`src/rtl/game_pkg.sv`:
```
// Shared types and default constants for the pong game sequencer.
// PAUSE is always part of the enum; it is only reachable in builds with PAUSE_EN.
package game_pkg;

  localparam int SCORE_W = 4;
  localparam int CNT_W   = 8;

  localparam int DEF_TICK_DIV     = 1;
  localparam int DEF_SERVE_FRAMES = 60;
  localparam int DEF_POINT_FRAMES = 90;
  localparam int DEF_SCORE_WIN    = 9;

  typedef enum logic [2:0] {
    IDLE,
    SERVE,
    PLAY,
    POINT,
    GAME_OVER,
    PAUSE
  } game_state_t;

endpackage

```
`src/rtl/game_state_ctrl_if.sv`:
```
// Control bus between keyboard/ball-miss logic and the game sequencer.
// The sequencer connects through the slave modport; its driver uses the master modport.
interface game_state_ctrl_if;
  import game_pkg::*;

  logic               frame_start;
  logic               start_btn;
  logic               miss_left;
  logic               miss_right;
  logic               pause_btn;
  logic               timing_tick;
  logic               still_graphic;
  logic [SCORE_W-1:0] score_left;
  logic [SCORE_W-1:0] score_right;
  logic               serve_dir;
  logic               game_over;
  logic               winner;

  modport master (
    output frame_start, start_btn, miss_left, miss_right, pause_btn,
    input  timing_tick, still_graphic, score_left, score_right,
           serve_dir, game_over, winner
  );

  modport slave (
    input  frame_start, start_btn, miss_left, miss_right, pause_btn,
    output timing_tick, still_graphic, score_left, score_right,
           serve_dir, game_over, winner
  );

endinterface

```
`src/rtl/game_state_ctrl_frame_tick_gen.sv`:
```
// Divides frame_start pulses by TICK_DIV into a one-cycle registered timing_tick.
// While hold is high the divider freezes and no tick is produced.
module frame_tick_gen
  import game_pkg::*;
#(
  parameter int TICK_DIV = DEF_TICK_DIV
) (
  input  logic clk,
  input  logic rst,
  input  logic frame_start,
  input  logic hold,
  output logic timing_tick
);

  localparam logic [3:0] LAST = 4'(TICK_DIV - 1);

  logic [3:0] frame_cnt;

  always_ff @(posedge clk or posedge rst) begin
    if (rst) begin
      frame_cnt   <= '0;
      timing_tick <= 1'b0;
    end else begin
      timing_tick <= 1'b0;
      if (frame_start && !hold) begin
        if (frame_cnt == LAST) begin
          frame_cnt   <= '0;
          timing_tick <= 1'b1;
        end else begin
          frame_cnt <= frame_cnt + 1'b1;
        end
      end
    end
  end

endmodule

```
`src/rtl/game_state_ctrl.sv`:
```
// Pong game sequencer: IDLE/SERVE/PLAY/POINT/GAME_OVER flow, scores and motion tick.
// Define PAUSE_EN to build the PAUSE state driven by pause_btn edges.
module game_state_ctrl
  import game_pkg::*;
#(
  parameter int TICK_DIV     = DEF_TICK_DIV,
  parameter int SERVE_FRAMES = DEF_SERVE_FRAMES,
  parameter int POINT_FRAMES = DEF_POINT_FRAMES,
  parameter int SCORE_WIN    = DEF_SCORE_WIN
) (
  input logic               clk,
  input logic               rst,
  game_state_ctrl_if.slave  bus
);

  localparam logic [CNT_W-1:0]   SERVE_LOAD = CNT_W'(SERVE_FRAMES);
  localparam logic [CNT_W-1:0]   POINT_LOAD = CNT_W'(POINT_FRAMES);
  localparam logic [SCORE_W-1:0] WIN_SCORE  = SCORE_W'(SCORE_WIN);

  game_state_t        state, state_n;
  logic [CNT_W-1:0]   cnt, cnt_n;
  logic [SCORE_W-1:0] score_left, score_left_n;
  logic [SCORE_W-1:0] score_right, score_right_n;
  logic               serve_dir, serve_dir_n;
  logic               still_q, still_n;
  logic               game_over_q, game_over_n;
  logic               winner_q, winner_n;
  logic               start_q, start_edge;
  logic               tick_hold;

  // Edge registers reset high so a button held through reset yields no edge.
  assign start_edge = bus.start_btn & ~start_q;

`ifdef PAUSE_EN
  logic pause_q, pause_edge;
  assign pause_edge = bus.pause_btn & ~pause_q;
  assign tick_hold  = (state_n == PAUSE);
`else
  logic unused_pause;
  assign unused_pause = bus.pause_btn;
  assign tick_hold    = 1'b0;
`endif

  frame_tick_gen #(.TICK_DIV(TICK_DIV)) u_tick (
    .clk         (clk),
    .rst         (rst),
    .frame_start (bus.frame_start),
    .hold        (tick_hold),
    .timing_tick (bus.timing_tick)
  );

  always_ff @(posedge clk or posedge rst) begin
    if (rst) begin
      state       <= IDLE;
      cnt         <= '0;
      score_left  <= '0;
      score_right <= '0;
      serve_dir   <= 1'b0;
      still_q     <= 1'b1;
      game_over_q <= 1'b0;
      winner_q    <= 1'b0;
      start_q     <= 1'b1;
`ifdef PAUSE_EN
      pause_q     <= 1'b1;
`endif
    end else begin
      state       <= state_n;
      cnt         <= cnt_n;
      score_left  <= score_left_n;
      score_right <= score_right_n;
      serve_dir   <= serve_dir_n;
      still_q     <= still_n;
      game_over_q <= game_over_n;
      winner_q    <= winner_n;
      start_q     <= bus.start_btn;
`ifdef PAUSE_EN
      pause_q     <= bus.pause_btn;
`endif
    end
  end

  // Outputs are computed from the next state so they are registered with it.
  always_comb begin
    state_n       = state;
    cnt_n         = cnt;
    score_left_n  = score_left;
    score_right_n = score_right;
    serve_dir_n   = serve_dir;
    case (state)
      IDLE, GAME_OVER: begin
        if (start_edge) begin
          score_left_n  = '0;
          score_right_n = '0;
          cnt_n         = SERVE_LOAD;
          state_n       = SERVE;
        end
      end
      SERVE: begin
        if (bus.frame_start) begin
          if (cnt <= CNT_W'(1)) begin
            cnt_n   = '0;
            state_n = PLAY;
          end else begin
            cnt_n = cnt - 1'b1;
          end
        end
      end
      PLAY: begin
        if (bus.miss_left && bus.miss_right) begin
          cnt_n   = SERVE_LOAD;
          state_n = SERVE;
        end else if (bus.miss_left) begin
          if (score_right < WIN_SCORE) score_right_n = score_right + 1'b1;
          serve_dir_n = 1'b0;
          cnt_n       = POINT_LOAD;
          state_n     = POINT;
        end else if (bus.miss_right) begin
          if (score_left < WIN_SCORE) score_left_n = score_left + 1'b1;
          serve_dir_n = 1'b1;
          cnt_n       = POINT_LOAD;
          state_n     = POINT;
        end
`ifdef PAUSE_EN
        else if (pause_edge) begin
          state_n = PAUSE;
        end
`endif
      end
      POINT: begin
        if (bus.frame_start) begin
          if (cnt <= CNT_W'(1)) begin
            if (score_left == WIN_SCORE || score_right == WIN_SCORE) begin
              cnt_n   = '0;
              state_n = GAME_OVER;
            end else begin
              cnt_n   = SERVE_LOAD;
              state_n = SERVE;
            end
          end else begin
            cnt_n = cnt - 1'b1;
          end
        end
      end
`ifdef PAUSE_EN
      PAUSE: begin
        if (pause_edge) state_n = PLAY;
      end
`endif
      default: state_n = IDLE;
    endcase
    still_n     = !(state_n == PLAY || state_n == PAUSE);
    game_over_n = (state_n == GAME_OVER);
    winner_n    = game_over_n && (score_right_n == WIN_SCORE);
  end

  assign bus.still_graphic = still_q;
  assign bus.score_left    = score_left;
  assign bus.score_right   = score_right;
  assign bus.serve_dir     = serve_dir;
  assign bus.game_over     = game_over_q;
  assign bus.winner        = winner_q;

endmodule

```
`src/flat_wrapper.sv`:
```
// flat-port wrapper written by rule: the top's interface ports become plain ports
module game_state_ctrl_flat import game_pkg::*;
#(
  parameter int TICK_DIV     = DEF_TICK_DIV,
  parameter int SERVE_FRAMES = DEF_SERVE_FRAMES,
  parameter int POINT_FRAMES = DEF_POINT_FRAMES,
  parameter int SCORE_WIN    = DEF_SCORE_WIN
)
  (clk, rst, bus_frame_start, bus_start_btn, bus_miss_left, bus_miss_right, bus_pause_btn, bus_timing_tick, bus_still_graphic, bus_score_left, bus_score_right, bus_serve_dir, bus_game_over, bus_winner);
  game_state_ctrl_if bus_i ();
  input logic clk;
  input logic rst;
  input wire logic [$bits(bus_i.frame_start)-1:0] bus_frame_start;
  input wire logic [$bits(bus_i.start_btn)-1:0] bus_start_btn;
  input wire logic [$bits(bus_i.miss_left)-1:0] bus_miss_left;
  input wire logic [$bits(bus_i.miss_right)-1:0] bus_miss_right;
  input wire logic [$bits(bus_i.pause_btn)-1:0] bus_pause_btn;
  output wire logic [$bits(bus_i.timing_tick)-1:0] bus_timing_tick;
  output wire logic [$bits(bus_i.still_graphic)-1:0] bus_still_graphic;
  output wire logic [$bits(bus_i.score_left)-1:0] bus_score_left;
  output wire logic [$bits(bus_i.score_right)-1:0] bus_score_right;
  output wire logic [$bits(bus_i.serve_dir)-1:0] bus_serve_dir;
  output wire logic [$bits(bus_i.game_over)-1:0] bus_game_over;
  output wire logic [$bits(bus_i.winner)-1:0] bus_winner;
  assign bus_i.frame_start = bus_frame_start;
  assign bus_i.start_btn = bus_start_btn;
  assign bus_i.miss_left = bus_miss_left;
  assign bus_i.miss_right = bus_miss_right;
  assign bus_i.pause_btn = bus_pause_btn;
  assign bus_timing_tick = bus_i.timing_tick;
  assign bus_still_graphic = bus_i.still_graphic;
  assign bus_score_left = bus_i.score_left;
  assign bus_score_right = bus_i.score_right;
  assign bus_serve_dir = bus_i.serve_dir;
  assign bus_game_over = bus_i.game_over;
  assign bus_winner = bus_i.winner;
  game_state_ctrl #(.TICK_DIV(TICK_DIV), .SERVE_FRAMES(SERVE_FRAMES), .POINT_FRAMES(POINT_FRAMES), .SCORE_WIN(SCORE_WIN)) u_core (.clk(clk), .rst(rst), .bus(bus_i));
endmodule
```
`config.mk`:
```
export PLATFORM = sky130hd
export DESIGN_NAME = game_state_ctrl_flat
export DESIGN_NICKNAME = d
export VERILOG_FILES = /design/src/rtl/game_pkg.sv /design/src/rtl/game_state_ctrl_if.sv /design/src/rtl/game_state_ctrl_frame_tick_gen.sv /design/src/rtl/game_state_ctrl.sv /design/src/flat_wrapper.sv
export SDC_FILE = /design/constraint.sdc
export NUM_CORES = 1
export LEC_CHECK = 0
export BUFFER_PORTS_ARGS = -buffer_cell sky130_fd_sc_hd__buf_2
export CELL_PAD_IN_SITES_DETAIL_PLACEMENT = 0
export CELL_PAD_IN_SITES_GLOBAL_PLACEMENT = 1
export CORE_UTILIZATION = 25
export CTS_CLUSTER_DIAMETER = 80
export CTS_CLUSTER_SIZE = 30
export DETAILED_ROUTE_END_ITERATION = 10
export GPL_TIMING_DRIVEN = 0
export HOLD_SLACK_MARGIN = 0.1
export PLACE_DENSITY = 0.59
export SYNTH_ARGS = -nofsm -noshare
export SYNTH_HDL_FRONTEND = slang
export SYNTH_HIERARCHICAL = 1
export SYNTH_SLANG_ARGS = --single-unit
```
`constraint.sdc`:
```
create_clock -name clk -period 6.9 [get_ports clk]
set_input_delay 1.035 -clock clk [delete_from_list [all_inputs] [get_ports clk]]
set_output_delay 1.035 -clock clk [all_outputs]
set_load 0.02 [all_outputs]
```
# Word-level counts from Yosys, hierarchy flattened

Index checks and enable logic that the tools add are counted.

Memories kept: 0
RAM bits: 0
ROM bits: 0
Latch bits: 0
Register bits after elaboration: 29

Multiply operators: 0
$lt $le $gt $ge: 3
Muxes and demuxes: 36
Bitwise gates (word level): 3
Div/mod/pow operators: 0
Equal/unequal tests: 18
Reductions and logical operators: 14
$add $sub $neg: 4
Shift operators: 0

Operators with widths:

| kind                | number |
|---|---|
| $mux 8              | 8 |
| $mux 4              | 10 |
| $pmux 8 s4          | 1 |
| $mux 3              | 9 |
| $pmux 4 s2          | 2 |
| $add 4x1->4 const B | 3 |
| $eq 4x4->1 const B  | 3 |
| $pmux 3 s4          | 1 |
| $ne 2x2->1 const B  | 5 |
| $eq 3x2->1 const B  | 3 |
| $eq 3x3->1 const B  | 3 |
| $le 8x1->1 const B  | 1 |
| $lt 4x4->1 const B  | 2 |
| $sub 8x1->8 const B | 1 |
| $mux 6              | 1 |
| $reduce_and 6->1    | 1 |
| $reduce_and 5->1    | 1 |
| $logic_not 4->1     | 1 |
| $mux 1              | 4 |
| $ne 2x1->1 const B  | 2 |
| $ne 4x3->1 const B  | 1 |
| $reduce_bool 2->1   | 2 |
| $reduce_bool 4->1   | 1 |
| $eq 3x1->1 const B  | 1 |
| 8 further kinds     | 11 |

# Longest topological paths before layout

Word-level depth: 9
Gate-level depth with buffers: 8

# Cells and area by module

Netlist, hierarchy kept.

By module, submodules not included:

| module          | area an instance (um^2) | cells an instance | instances | seq. area each (um^2) |
|---|---|---|---|---|
| game_state_ctrl | 1,530.2                 | 168               | 1         | 603.1 |
| frame_tick_gen  | 245.2                   | 22                | 1         | 125.1 |

# Worst setup path before layout

OpenSTA, ideal clock, no wires.

Path type: input to register
Start point: input bus_start_btn
End point: register u_core.cnt[6]
Required time: 6.782 ns
Setup slack: 4.443 ns
Data arrival time: 2.339 ns
Stages on the path: 5
Library setup time: 0.118 ns
Path through: inv_1 > nor4_1 > o22ai_1 > a31o_1 > a21o_1

Longest elaborated chain between the ends: 3

Ends and longest elaborated chain:

| item                              | RTL line              | source |
|---|---|---|
| from (decl)                       | flat_wrapper.sv:14    | `input wire logic [$bits(bus_i.start_btn)-1:0] bus_start_btn;` |
| $and 1x1->1                       | game_state_ctrl.sv:32 | `assign start_edge = bus.start_btn & ~start_q;` |
| $ne 2x1->1 (no source line)       | --                    |  |
| $reduce_and 5->1 (no source line) | --                    |  |
| to (signal assigned)              | game_state_ctrl.sv:68 | `cnt <= cnt_n;` |
| to (decl)                         | game_state_ctrl.sv:21 | `logic [CNT_W-1:0] cnt, cnt_n;` |

Every way passes these cells.
A chain may end at the register's enable or synchronous reset.

# Worst setup path after layout

Same ends and word-level chain as after synthesis.

==> results.sh <==
export IMPL_fin_setup_tns_ps=0
export IMPL_synth_commonest_cells="27 x dfrtp_1, 21 x nand2_1, 18 x inv_1"
export IMPL_cts_sinks=29
export IMPL_cp_required_ps=7080
export IMPL_crit_start="bus_start_btn"
export IMPL_synth_area_um2=1780
export IMPL_wl_mm=3.95
export IMPL_die_height_um=86.3
export IMPL_finish_utilization=0.308
export IMPL_synth_seq_cells=29
export IMPL_r2r_start="u_core/state[1]"
export IMPL_synth_cell_types=54
export IMPL_fin_nets=234
export IMPL_startpoint_type="input pin"
export IMPL_drtIter0Drc=55
export IMPL_cts_hold_buf=0
export IMPL_path_class="in2reg"
export IMPL_p_leak_nw=0.951
export IMPL_synthesis_nets=209
export IMPL_p_total_uw=713
export IMPL_irDropWorstVdd_v=0.000100
export IMPL_drive_gt1_frac=0.157
export IMPL_async_flop_share=1.00
export IMPL_viasPerCell=4.60
export IMPL_syn_area_per_cell_um2=9.34
export IMPL_io_pins=20
export IMPL_path_clk_slew_ps=70
export IMPL_cts_tree="yes"
export IMPL_grt_pass1_vias=1468
export IMPL_area_growth_pct=18.4
export IMPL_post_cts_buffers=0
export IMPL_drc=0
export IMPL_synth_ff_type="dfrtp_1"
export IMPL_maxSlewHeadroom=0.373
export IMPL_setup_worst_path_end_class="flip-flop"
export IMPL_crit_path_max_fanout=10
export IMPL_antenna_cells=0
export IMPL_slew_viol_final=0
export IMPL_synth_edf_count=0
export IMPL_grt_util_all_layers=0.120
export IMPL_htreeDepth=2
export IMPL_p_seq_frac=0.381
export IMPL_die_w_um=86.3
export IMPL_vias=1436
export IMPL_grt_pass1_wl_mm=6.97
export IMPL_clock_latency_ps=280
export IMPL_grt_start_max_net_pins=25
export IMPL_core_area_um2=6830
export IMPL_root_buffer="clkbuf_8"
export IMPL_synthCells=190
export IMPL_ys_warn_count=6
export IMPL_period_minus_slack_ps=2780
export IMPL_io_buffers=18
export IMPL_dieArea_um2=7440
export IMPL_hpwl_mm=2.93
export IMPL_routedWlPerCell_um=12.7
export IMPL_maxCapViolCount=0
export IMPL_switchingPower_uw=271
export IMPL_finalHoldViolations=0
export IMPL_ant_nets=0
export IMPL_num_rows=30
export IMPL_netlist_area_leader_share=0.381
export IMPL_comb_power_share=0.362
export IMPL_seq_area_frac_synth=0.410
export IMPL_final_period_utilization=0.403
export IMPL_status="finished, final reports clean"
export IMPL_r2r_cells=5
export IMPL_grt_setup_unrepaired="no"
export IMPL_overflow=0
export IMPL_synthMostInstantiatedCell="dfrtp_1"
export IMPL_p_per_area_nw_per_um2=339
export IMPL_ys_top_cells_by_area="dfrtp_1 38%, ha_1 8.5%, nand2_1 4.4%"
export IMPL_hold_start="u_core/u_tick/frame_cnt[3]"
export IMPL_dr_pass1_iters=4
export IMPL_hp_class="reg2reg"
export IMPL_finClkSkew_ps=12.9
export IMPL_finalSetupViolations=0
export IMPL_intPower_uw=443
export IMPL_initial_core_util=0.260
export IMPL_yosys_area_top_type="dfrtp_1"
export IMPL_gp_congestion=0.731
export IMPL_cts_buffers=5
export IMPL_cts_resized=0
export IMPL_hold_path_depth=1
export IMPL_antenna_found_initial=0
export IMPL_fmaxAchievable_ghz=0.360
export IMPL_cts_buffer_depth=2
export IMPL_worst_pin_slew_ps=940
export IMPL_clockPowerShare=0.256
export IMPL_worst_ep_arrival_time_ps=2960
export IMPL_swShare=0.379
-- through the flow --
stage                     hold WS, ps  worst slack (ps)  area [um^2]  std cells
after global routing              502              3860         2100        312
final                             462              4120         2100        312
after floorplan                   433              4440         1780        190
after global placement            454              3740         1990        304
after CTS                         469              4100         2100        312
after detailed placement          456              3780         1990        304
-- critical path: stages --
cell	delay [ps]
buf_2	100
inv_1	50
nor4_1	780
o22ai_1	500
a31o_1	310
a21o_1	170
-- final cells by class --
type	instances	area (um^2)
Clock buffer	7	86.3
Sequential cell	29	728
Buffer	4	22.5
Fill cell	762	4730
Timing Repair Buffer	18	90.1
Multi-Input combinational cell	139	957
Tap cell	96	120
Clock inverter	1	30.0
Inverter	18	67.6
-- power groups by stage --
| stage | sequential (mW) | combinational [mW] | clock (mW) |
|---|---|---|---|
| 6_report | 0.272 | 0.258 | 0.183 |
| 5_1_grt | 0.281 | 0.298 | 0.197 |
| 4_1_cts | 0.271 | 0.261 | 0.190 |
| 3_5_place_dp | 0.273 | 0.261 | 0 |
| 3_3_place_gp | 0.275 | 0.259 | 0 |
| 2_1_floorplan | 0.273 | 0.190 | 0 |
-- state kept, by name, indices dropped and copies added, names as in the netlist --
name,cells
u_core/cnt,8
u_core/bus.score_left,4
u_core/bus.score_right,4
u_core/u_tick/frame_cnt,4
u_core/state,3
u_core/bus.game_over,1
u_core/bus.serve_dir,1
u_core/bus.still_graphic,1
u_core/bus.winner,1
u_core/start_q,1
u_core/u_tick/timing_tick,1
-- cells by family after synthesis --
family | share of synthesized area
AOI/OAI and AO/OA | 0.202
xor gates and xnor gates | 0.0148
adders and majority gates | 0.0846
buffers and inverters | 0.0507
DFF | 0.410
other | 0.00211
and+or+nand+nor | 0.236
-- cell usage in the layout (no fill, tap or decap), types with 2 or more instances in the layout --
cell type  Yosys  routed
a21oi_1        8       8
a31oi_1        2       2
and2_1         3       3
buf_2          0      18
clkbuf_1       3       4
clkbuf_8       0       6
dfrtp_1       27      27
dfstp_2        2       2
ha_1          12      12
inv_1         18      18
nand2_1       21      21
nand2b_1       3       3
nand3_1        3       3
nand3b_1       3       3
nand4_1        2       2
nor2_1        12      12
nor2b_1        5       5
nor3b_1        4       4
nor4_1         2       2
o211ai_1       3       3
o21ai_0        4       4
o21ai_1        8       8
o21bai_1       4       4
o221ai_1       2       2
o22ai_1        2       2
o31ai_1        2       2
or3_1          3       3
or3b_1         2       2
or4_4          2       2
xnor2_1        2       2
-- per-layer routing --
metal / up-vias / track usage / share of wire / routed length, um
li1: 724 / - / - / -
met1: 692 / 0.161 / 0.50 / 1980
met2: 18 / 0.184 / 0.46 / 1820
met3: 2 / 0.0305 / 0.031 / 121
met4: 0 / 0.0500 / 0.0094 / 37
met5: - / 0 / 0 / 0
-- final timing paths --
path	to	slack, ps
max	u_core/cnt[6]	4120
min	u_core/u_tick/frame_cnt[3]	460
max reg2reg	u_core/cnt[6]	4450
min reg2reg	u_core/u_tick/frame_cnt[3]	460
max in group asynchronous	u_core/bus.serve_dir	5340
min in group asynchronous	u_core/u_tick/frame_cnt[1]	660
(Power assumes the default switching activity.)
